--- src/rtl/cpu_pkg.sv ---
// cpu_pkg: definitions shared by the fetch stage and the decode/control unit.
//   - Opcode encodings found in instr[6:0].
//   - Fetch FSM state encoding.
//   - Default instruction/address widths.
package cpu_pkg;

  localparam int INSTR_W_DEF = 16;
  localparam int ADDR_W_DEF  = 16;

  localparam logic [6:0] OP_LD  = 7'h00;
  localparam logic [6:0] OP_BEQ = 7'h0B;
  localparam logic [6:0] OP_BNE = 7'h0C;
  localparam logic [6:0] OP_JMP = 7'h0D;
  localparam logic [6:0] OP_LLI = 7'h0F;

  // BOOT: one idle cycle after reset. RUN: normal fetch.
  // DRAIN: stale responses from before a redirect are still outstanding.
  typedef enum logic [1:0] {
    BOOT  = 2'd0,
    RUN   = 2'd1,
    DRAIN = 2'd2
  } fetch_state_e;

endpackage

--- src/rtl/fetch_fifo.sv ---
// fetch_fifo: synchronous DEPTH-entry FIFO holding {pc, instr} entries.
// Ports:
//   clk, reset      clock, synchronous active-high reset
//   flush           empty the FIFO this cycle (wins over push)
//   push, wdata     write an entry
//   pop, rdata      advance the head; rdata is the head entry
//   count           number of valid entries
//   full, empty     status flags
// A push and a pop in the same cycle leave count unchanged, including when
// the FIFO is full (the popped slot is rewritten).
module fetch_fifo #(
  parameter  int DEPTH = 2,
  parameter  int W     = 32,
  localparam int PW    = $clog2(DEPTH),
  localparam int CW    = $clog2(DEPTH + 1)
) (
  input  logic          clk,
  input  logic          reset,
  input  logic          flush,
  input  logic          push,
  input  logic [W-1:0]  wdata,
  input  logic          pop,
  output logic [W-1:0]  rdata,
  output logic [CW-1:0] count,
  output logic          full,
  output logic          empty
);

  logic [W-1:0]  mem [DEPTH];
  logic [PW-1:0] wr_ptr, rd_ptr;
  logic          pop_ok;

  assign full   = (count == CW'(DEPTH));
  assign empty  = (count == '0);
  assign pop_ok = pop && !empty;
  assign rdata  = mem[rd_ptr];

  // NOTE: storage has no reset; only pointers and count define validity,
  // so the array maps onto plain registers/RAM without a reset network.
  always_ff @(posedge clk) begin
    if (push && !flush) mem[wr_ptr] <= wdata;
  end

  // NOTE: sequential state uses non-blocking assignments so every register
  // samples pre-edge values regardless of statement order.
  always_ff @(posedge clk) begin
    if (reset || flush) begin
      wr_ptr <= '0;
      rd_ptr <= '0;
      count  <= '0;
    end else begin
      if (push)   wr_ptr <= wr_ptr + PW'(1);
      if (pop_ok) rd_ptr <= rd_ptr + PW'(1);
      count <= count + CW'(push) - CW'(pop_ok);
    end
  end

endmodule

--- src/rtl/fetch_unit.sv ---
// fetch_unit: instruction fetch stage feeding the opcode decoder.
// Owns the PC, issues word reads over a valid/ready request channel, takes
// in-order responses, buffers them with their PC and presents them to decode.
// Ports:
//   clk, reset                       clock, synchronous active-high reset
//   imem_req_valid/ready, imem_addr  fetch request channel
//   imem_rsp_valid, imem_rsp_data    in-order response channel
//   instr_valid/ready, instr_data,
//   instr_pc, opcode                 head of the instruction buffer to decode
//   redirect_en, redirect_pc         taken branch/jump from execute
// Optional build macro FETCH_PERF_CNT_EN adds stall_cnt (cycles in RUN with
// nothing to decode) and flush_cnt (accepted redirects), both saturating.
module fetch_unit
  import cpu_pkg::*;
#(
  parameter int          INSTR_W  = INSTR_W_DEF,
  parameter int          ADDR_W   = ADDR_W_DEF,
  parameter int          DEPTH    = 2,
  parameter int unsigned RESET_PC = 0
) (
  input  logic               clk,
  input  logic               reset,
  output logic               imem_req_valid,
  input  logic               imem_req_ready,
  output logic [ADDR_W-1:0]  imem_addr,
  input  logic               imem_rsp_valid,
  input  logic [INSTR_W-1:0] imem_rsp_data,
  output logic               instr_valid,
  input  logic               instr_ready,
  output logic [INSTR_W-1:0] instr_data,
  output logic [ADDR_W-1:0]  instr_pc,
  output logic [6:0]         opcode,
  input  logic               redirect_en,
  input  logic [ADDR_W-1:0]  redirect_pc
`ifdef FETCH_PERF_CNT_EN
  ,
  output logic [31:0]        stall_cnt,
  output logic [15:0]        flush_cnt
`endif
);

  localparam int PW = $clog2(DEPTH);
  localparam int CW = $clog2(DEPTH + 1);
  localparam int EW = ADDR_W + INSTR_W;

  fetch_state_e      state_q, state_d;
  logic [ADDR_W-1:0] pc_q;
  logic [CW-1:0]     inflight_q, inflight_d, drop_q, drop_d, fifo_count;
  logic [CW:0]       occupancy;
  logic              fifo_full, fifo_empty;
  logic              redirect_take, active, issue, rsp, rsp_drop, push, pop;
  logic [EW-1:0]     fifo_rdata;

  // Tag queue: addresses of issued requests, popped in response order.
  logic [ADDR_W-1:0] tag_mem [DEPTH];
  logic [PW-1:0]     tag_wr, tag_rd;

  assign active        = (state_q == RUN) || (state_q == DRAIN);
  assign redirect_take = redirect_en && active;
  assign pop           = instr_valid && instr_ready;

  // Slots committed to in-flight requests plus buffered entries. A pop this
  // cycle frees a slot, which is what sustains one instruction per cycle.
  assign occupancy = (CW+1)'(inflight_q) + (CW+1)'(fifo_count) - (CW+1)'(pop);

  assign imem_req_valid = active && !redirect_en && (occupancy < (CW+1)'(DEPTH));
  assign imem_addr      = pc_q;
  assign issue          = imem_req_valid && imem_req_ready;

  assign rsp      = imem_rsp_valid && (inflight_q != '0);
  assign rsp_drop = rsp && (drop_q != '0);
  // A redirect flushes the buffer, so the response arriving with it is lost.
  assign push     = rsp && !rsp_drop && !redirect_take && (!fifo_full || pop);

  assign inflight_d = inflight_q + CW'(issue) - CW'(rsp);

  // NOTE: combinational blocks assign every output a default first, so no
  // path leaves a variable unassigned and no latch is inferred.
  always_comb begin
    state_d = state_q;
    drop_d  = drop_q;
    if (redirect_take)  drop_d = inflight_q - CW'(rsp);
    else if (rsp_drop)  drop_d = drop_q - CW'(1);
    unique case (state_q)
      BOOT:       state_d = RUN;
      RUN, DRAIN: state_d = (drop_d != '0) ? DRAIN : RUN;
      default:    state_d = BOOT;
    endcase
  end

  always_ff @(posedge clk) begin
    if (reset) begin
      state_q    <= BOOT;
      pc_q       <= ADDR_W'(RESET_PC);
      inflight_q <= '0;
      drop_q     <= '0;
      tag_wr     <= '0;
      tag_rd     <= '0;
    end else begin
      state_q    <= state_d;
      inflight_q <= inflight_d;
      drop_q     <= drop_d;
      if (redirect_take) pc_q <= redirect_pc;
      else if (issue)    pc_q <= pc_q + ADDR_W'(1);
      if (issue) tag_wr <= tag_wr + PW'(1);
      if (rsp)   tag_rd <= tag_rd + PW'(1);
    end
  end

  always_ff @(posedge clk) begin
    if (issue) tag_mem[tag_wr] <= pc_q;
  end

  fetch_fifo #(
    .DEPTH (DEPTH),
    .W     (EW)
  ) u_fifo (
    .clk   (clk),
    .reset (reset),
    .flush (redirect_take),
    .push  (push),
    .wdata ({tag_mem[tag_rd], imem_rsp_data}),
    .pop   (pop),
    .rdata (fifo_rdata),
    .count (fifo_count),
    .full  (fifo_full),
    .empty (fifo_empty)
  );

  assign instr_valid = !fifo_empty;
  assign instr_pc    = fifo_rdata[EW-1:INSTR_W];
  assign instr_data  = fifo_rdata[INSTR_W-1:0];
  assign opcode      = fifo_rdata[6:0];

`ifdef FETCH_PERF_CNT_EN
  always_ff @(posedge clk) begin
    if (reset) begin
      stall_cnt <= '0;
      flush_cnt <= '0;
    end else begin
      if ((state_q == RUN) && !instr_valid && (stall_cnt != '1))
        stall_cnt <= stall_cnt + 32'd1;
      if (redirect_take && (flush_cnt != '1))
        flush_cnt <= flush_cnt + 16'd1;
    end
  end
`endif

endmodule
--- config.mk ---
export PLATFORM = sky130hd
export DESIGN_NAME = fetch_unit
export DESIGN_NICKNAME = d
export VERILOG_FILES = /design/src/rtl/cpu_pkg.sv /design/src/rtl/fetch_fifo.sv /design/src/rtl/fetch_unit.sv
export SDC_FILE = /design/constraint.sdc
export NUM_CORES = 1
export LEC_CHECK = 0
export CORE_MARGIN = 1
export CORE_UTILIZATION = 55
export CTS_CLUSTER_SIZE = 28
export DETAILED_ROUTE_END_ITERATION = 6
export HOLD_SLACK_MARGIN = 0.15
export PLACE_DENSITY = 0.91
export REMOVE_ABC_BUFFERS = 1
export SYNTH_ARGS = -nofsm -noshare
export SYNTH_HDL_FRONTEND = slang
export SYNTH_HIERARCHICAL = 1
export SYNTH_SLANG_ARGS = --single-unit
--- constraint.sdc ---
create_clock -name clk -period 11.1 [get_ports clk]
set_input_delay 1.11 -clock clk [delete_from_list [all_inputs] [get_ports clk]]
set_output_delay 1.11 -clock clk [all_outputs]
set_load 0.05 [all_outputs]
# Word-level counts from Yosys, hierarchy flattened
# Memories as Yosys holds them, arrays and structs flattened. A register that Yosys moved wholly into a read port is not among the register bits.
# Cells that the tools add are included.
totals:
  reg_bits: 28
  latchBits: 0
  ram_bits: 96
  rom_bits: 0
  output_inout_bits: 57
  mem_count: 2
op_classes:
  add_sub_neg: 13
  multipliers: 0
  div_mod_pow: 0
  magnitude_cmp: 1
  eq_ne: 3
  n_shift: 0
  muxes: 14
  bitwise: 0
  reduce_logical: 27
memory_table:
  columns: ["name", "words", "width", "rd", "rd_clocked_by_memory_dff", "write_ports", "line_no", "rtl"]
  rows:
  - ["u_fifo.mem", 2, 32, 1, 1, 1, "fetch_fifo.sv:29", "logic [W-1:0] mem [DEPTH];"]
  - ["tag_mem", 2, 16, 1, 1, 1, "fetch_unit.sv:55", "logic [ADDR_W-1:0] tag_mem [DEPTH];"]
op_table:
  columns: ["op", "count"]
  rows:
  - ["16-bit 2-to-1 mux", 2]
  - ["16-bit by 1-bit adder with 16-bit output, second input constant", 1]
  - ["1-bit logical AND", 12]
  - ["1-bit 2-to-1 mux", 8]
  - ["2-bit nonzero test", 4]
  - ["2-bit 2-to-1 mux", 3]
  - ["2-bit by 1-bit subtractor with 2-bit output", 3]
  - ["1-bit zero test", 5]
  - ["1-bit adder, second input constant", 4]
  - ["2-bit by 1-bit adder with 2-bit output", 2]
  - ["2-bit == test, second input constant", 2]
  - ["2-bit zero test", 2]
  - ["2-bit case mux with 2 select lines", 1]
  - ["2-bit by 2-bit adder with 3-bit output", 1]
  - ["1-bit logical OR", 3]
  - ["3-bit by 2-bit < comparator with 1-bit output, second input constant", 1]
  - ["3-bit by 1-bit subtractor with 3-bit output", 1]
  - ["2-bit by 1-bit == test with 1-bit output, second input constant", 1]
  - ["2-bit OR reduction", 1]
  - ["2-bit by 1-bit subtractor with 2-bit output, second input constant", 1]

# Logic depth before layout (Yosys ltp)
depth:
  depth_word: 10
  depth_mapped: 14

# Cells and area by module
# Netlist, hierarchy kept.
modules_own_cells:
  columns: ["module", "instances", "cells_each", "area_per_inst_um2", "seq_area_each_um2"]
  rows:
  - ["fetch_unit", 1, 240, 2705.1, 1461.4]
  - ["fetch_fifo", 1, 123, 2695.1, 2021.9]

# Worst setup path before layout
# OpenSTA, ideal clock, no wires.
synth_path:
  kind: "input -> register"
  start: "input port redirect_en"
  end: "memory u_fifo.mem[0][0], enable pin"
  setup_ps: 468
  arrival_time_ps: 4491
  path_slack_ps: 6142
  path_stages: 6
  n_path_buf: 2
  path_cell_list: "nand2_1 clkbuf_1 buf_1 o211ai_1 nor2_1 nor3b_1"
synth_via:
  elab_chain_len: 7
synth_lines:
  columns: ["item", "line_no", "rtl"]
  rows:
  - ["from (decl)", "fetch_unit.sv:33", "input logic redirect_en,"]
  - ["1-bit logical AND", "fetch_unit.sv:59", "assign redirect_take = redirect_en && active;"]
  - ["1-bit zero test", "fetch_unit.sv:73", "assign push = rsp && !rsp_drop && !redirect_take && (!fifo_full || pop);"]
  - ["1-bit logical AND (2 in a row)", "fetch_unit.sv:73", null]
  - ["net push", "fetch_unit.sv:51", "logic redirect_take, active, issue, rsp, rsp_drop, push, pop;"]
  - ["1-bit logical AND", "fetch_fifo.sv:41", "if (push && !flush) mem[wr_ptr] <= wdata;"]
  - ["1-bit 2-to-1 mux", "fetch_fifo.sv:41", null]
  - ["1-bit 2-to-1 mux (not written as such)", "fetch_fifo.sv:41", null]
  - ["to (decl)", "fetch_fifo.sv:29", null]
# The timed path passes the listed nets, and every way through them passes these cells.

# Worst setup path after layout
layout_path:
  start: "input port instr_ready"
  end: "output port imem_req_valid"
layout_via:
  elab_chain_len: 4
layout_lines:
  columns: ["item", "line_no", "rtl"]
  rows:
  - ["from (decl)", "fetch_unit.sv:29", "input logic instr_ready,"]
  - ["1-bit logical AND", "fetch_unit.sv:60", "assign pop = instr_valid && instr_ready;"]
  - ["net pop", "fetch_unit.sv:51", null]
  - ["3-bit by 1-bit subtractor with 3-bit output", "fetch_unit.sv:64", "assign occupancy = (CW+1)'(inflight_q) + (CW+1)'(fifo_count) - (CW+1)'(pop);"]
  - ["3-bit by 2-bit < comparator with 1-bit output", "fetch_unit.sv:66", "assign imem_req_valid = active && !redirect_en && (occupancy < (CW+1)'(DEPTH));"]
  - ["1-bit logical AND", "fetch_unit.sv:66", null]
  - ["to (decl)", "fetch_unit.sv:23", "output logic imem_req_valid,"]
# The timed path passes the listed nets, and every way through them passes these cells.

==> summary.md <==
| Metric | Value |
|---|---|
| Worst vdd ir | `roughly 0.00015 V` |
| Unrepaired setup endpoints after global routing | `false` |
| Die height | `about 100 um` |
| Dpl cell area | `between 6000 and 7000 sq um` |
| Max FO, Critical Path | `6` |
| Critical path class | `in2out` |
| Die Area | `roughly 10000 sq um` |
| # hold bufs at CTS | `0` |
| Worst-path clk slew | `about 0.06 ns` |
| Final Cell Area | `a little over 7000 sq um` |
| Synth Flop Type | `edfxtp_1` |
| Area share of the largest cell type after synthesis | `between 50% and 60%` |
| Reg2reg path depth | `10` |
| Initial antenna violation count | `0` |
| Worst r2r dst | `tag_mem[0][3]` |
| Worst EP required | `about 10 ns` |
| Rel. slew slack | `between 20% and 30%` |
| WL/cell | `roughly 18 um` |
| Crit. End Element | `primary output` |
| Worst Hold Class | `reg2reg` |
| Vias in the first global route | `around 3500` |
| Filler cell count | `590` |
| R2R setup slack | `7.68 ns` |
| Post-CTS Setup Inserts | `0` |
| Drt pass-1 iters | `4` |
| CP startpoint kind | `input port` |
| Post-Route Utilization | `between 70% and 80%` |
| Crit path DAT | `4.03 ns` |
| Vias per cell | `about 5.6` |
| I/O Buffers | `94` |
| Fin crit share | `46.28%` |
| Via count | `~3400` |
| Pwr Density | `between 200 and 250 nW/um^2` |
| Synth-to-layout area growth | `30.35%` |
| Post-Route WL | `between 10000 and 15000 um` |
| Async set-reset flop share out of synthesis | `0%` |
| Area of the multi-input gates | `roughly 1700 sq um` |
| Core area | `9371 sq um` |
| Ranking of synthesized cells by area | `edfxtp_1, dfxtp_1, mux2_4` |
| Max_cap viols | `0` |
| CTS tree | `done` |
| Synthesized area | `5400 sq um` |
| Register bit total from synthesis | `~130` |
| Hold_sp | `imem_addr[15]` |
| Fin. Hold Viols | `0` |
| Clock Tree Root | `clkbuf_8` |
| Total Neg Setup Slack | `0 ns` |
| Die W | `just over 100 um` |
| Reg2reg start | `u_fifo/count[0]` |
| First-pass GRT wire length | `between 15000 and 20000 um` |
| Worst Max-Slew Pin Slew | `around 1.1 ns` |
| CTS Sinks | `between 100 and 150` |
| EDFF count, synth | `96` |
| Register Area | `~3500 sq um` |
| Commonest non-fill, non-tap cell in the layout | `edfxtp_1` |
| Outcome | `complete, no violations` |
| Final Skew | `around 0.0064 ns` |
| Synth Warn # | `6` |
| Io pins | `between 90 and 100` |
| Remaining antenna violation count | `0` |
| DR DRC count | `0` |
| Worst hold stages | `0` |
| Grt ovf | `0` |
| N_diodes | `0` |
| Fmax | `around 190 MHz` |
| Sequential-to-total area share from yosys stat | `64.50%` |
| Initial Util | `around 58%` |
| Most frequent cells in the layout | `edfxtp_1, clkdlybuf4s50_1, mux2_4` |
| Final #Nets | `510` |
| Ratio of cells with drive above 1 in the final layout | `19.03%` |
| Total CTS buffers | `17` |
| Distinct cells, synth | `between 50 and 60` |
| Maximum clock path buffer count | `2` |
| Total GRT Usage | `22.74%` |
| CTS resizes | `0` |
| DP HPWL | `roughly 6900 um` |
| Number of H-tree levels | `4` |
| Total Power | `~1.8 mW` |
| Syn_area_per_cell | `approximately 15 sq um` |
| Initial DRC count | `~160` |
| Setup violators final | `0` |
| Final Max Tran Viols | `0` |
| Min Tclk post-route | `approximately 5.1 ns` |
| Cell taking the most area after synthesis | `edfxtp_1` |
| Cell count after synthesis | `around 360` |
| Leak | `roughly 2.5 nW` |
| Cell Rows | `35` |
| Hold Path Sink | `tag_mem[1][15]` |
| GPL Wtd Cong | `~0.86` |
| Clk_lat worst skew | `a little over 0.5 ns` |
| Largest net degree at the start of global routing | `33` |
## power breakdown
group / switching, mW / internal, mW / leakage [nW] / total (mW)
registers: 0.0631 / 0.601 / 1.12 / 0.664
logic: 0.321 / 0.193 / 1.06 / 0.514
clock network: 0.195 / 0.386 / 0.305 / 0.581
## sequential cells by signal, indices dropped and copies added, names as in the netlist, named ones only
name and cells:
state_q 2, drop_q 2, tag_rd 1, tag_wr 1, u_fifo/wr_ptr 1, u_fifo/count 2
tag_mem 32, u_fifo/mem 64, imem_addr 16, u_fifo/rd_ptr 1, inflight_q 2
## critical path, cell delays in order
cell	delay, ns
clkdlybuf4s50_1	0.45
nor2b_1	0.23
ha_1	0.27
nand2b_1	0.16
fa_1	0.43
xnor2_1	0.26
nor3_1	0.26
clkdlybuf4s50_1	0.85
## cells in the mapped netlist (4+ instances only)
master	instances
inv_1	18
a211oi_1	7
buf_4	7
xnor2_1	11
nand2_1	14
ha_1	11
nor3b_1	4
or4_1	5
mux2_4	30
dfxtp_1	30
nor2_1	20
nand4_1	4
a311oi_1	4
nor3_1	6
buf_6	4
mux2_2	20
nand3_1	9
a31oi_1	5
edfxtp_1	96
clkbuf_1	7
## area by class of cell
class                   count  area share (%)
flip-flops and latches    126           49.50
multi-input cells         199           24.48
inverters                  18          0.9598
repair buffers             98           13.79
clock buffers              17           5.883
well taps                 129           2.293
clock inverters            15           3.093
## cell families after synthesis
logic type,share of synthesized area [%]
AND/OR/NAND/NOR,9.013
XOR/XNOR,2.688
adder cells (fa/ha/maj),2.919
flip-flops,64.50
multiplexers,12.51
buffers and inverters,3.684
AO/OA/AOI/OAI,4.680
## through the flow
stage               instances  hold slack (ns)  worst slack (ns)
floorplan                 343           0.4725             6.214
finish                    602           0.5356             5.963
global route              602           0.5437             5.890
detailed placement        570           0.5045             6.001
global placement          570           0.4880             6.067
CTS                       602           0.5325             5.975
## worst max-delay path by stage
stage,depth (start not counted),start,endpoint
2_1_floorplan,3,redirect_en,u_fifo/mem[0][0]
3_3_place_gp,8,instr_ready,imem_req_valid
3_5_place_dp,8,instr_ready,imem_req_valid
4_1_cts,8,instr_ready,imem_req_valid
5_1_grt,8,instr_ready,imem_req_valid
6_report,8,instr_ready,imem_req_valid
## layer usage
layer	wire length (um)	track usage, %	share of wire [%]	vias to the layer above
li1	-	-	-	1568
met1	4246	25.07	40	1630
met2	5732	41.29	53	142
met3	624	6.033	5.8	10
met4	133	9.476	1.2	0
met5	0	0	0	-
No activity file was read; power rests on OpenSTA's default activity.
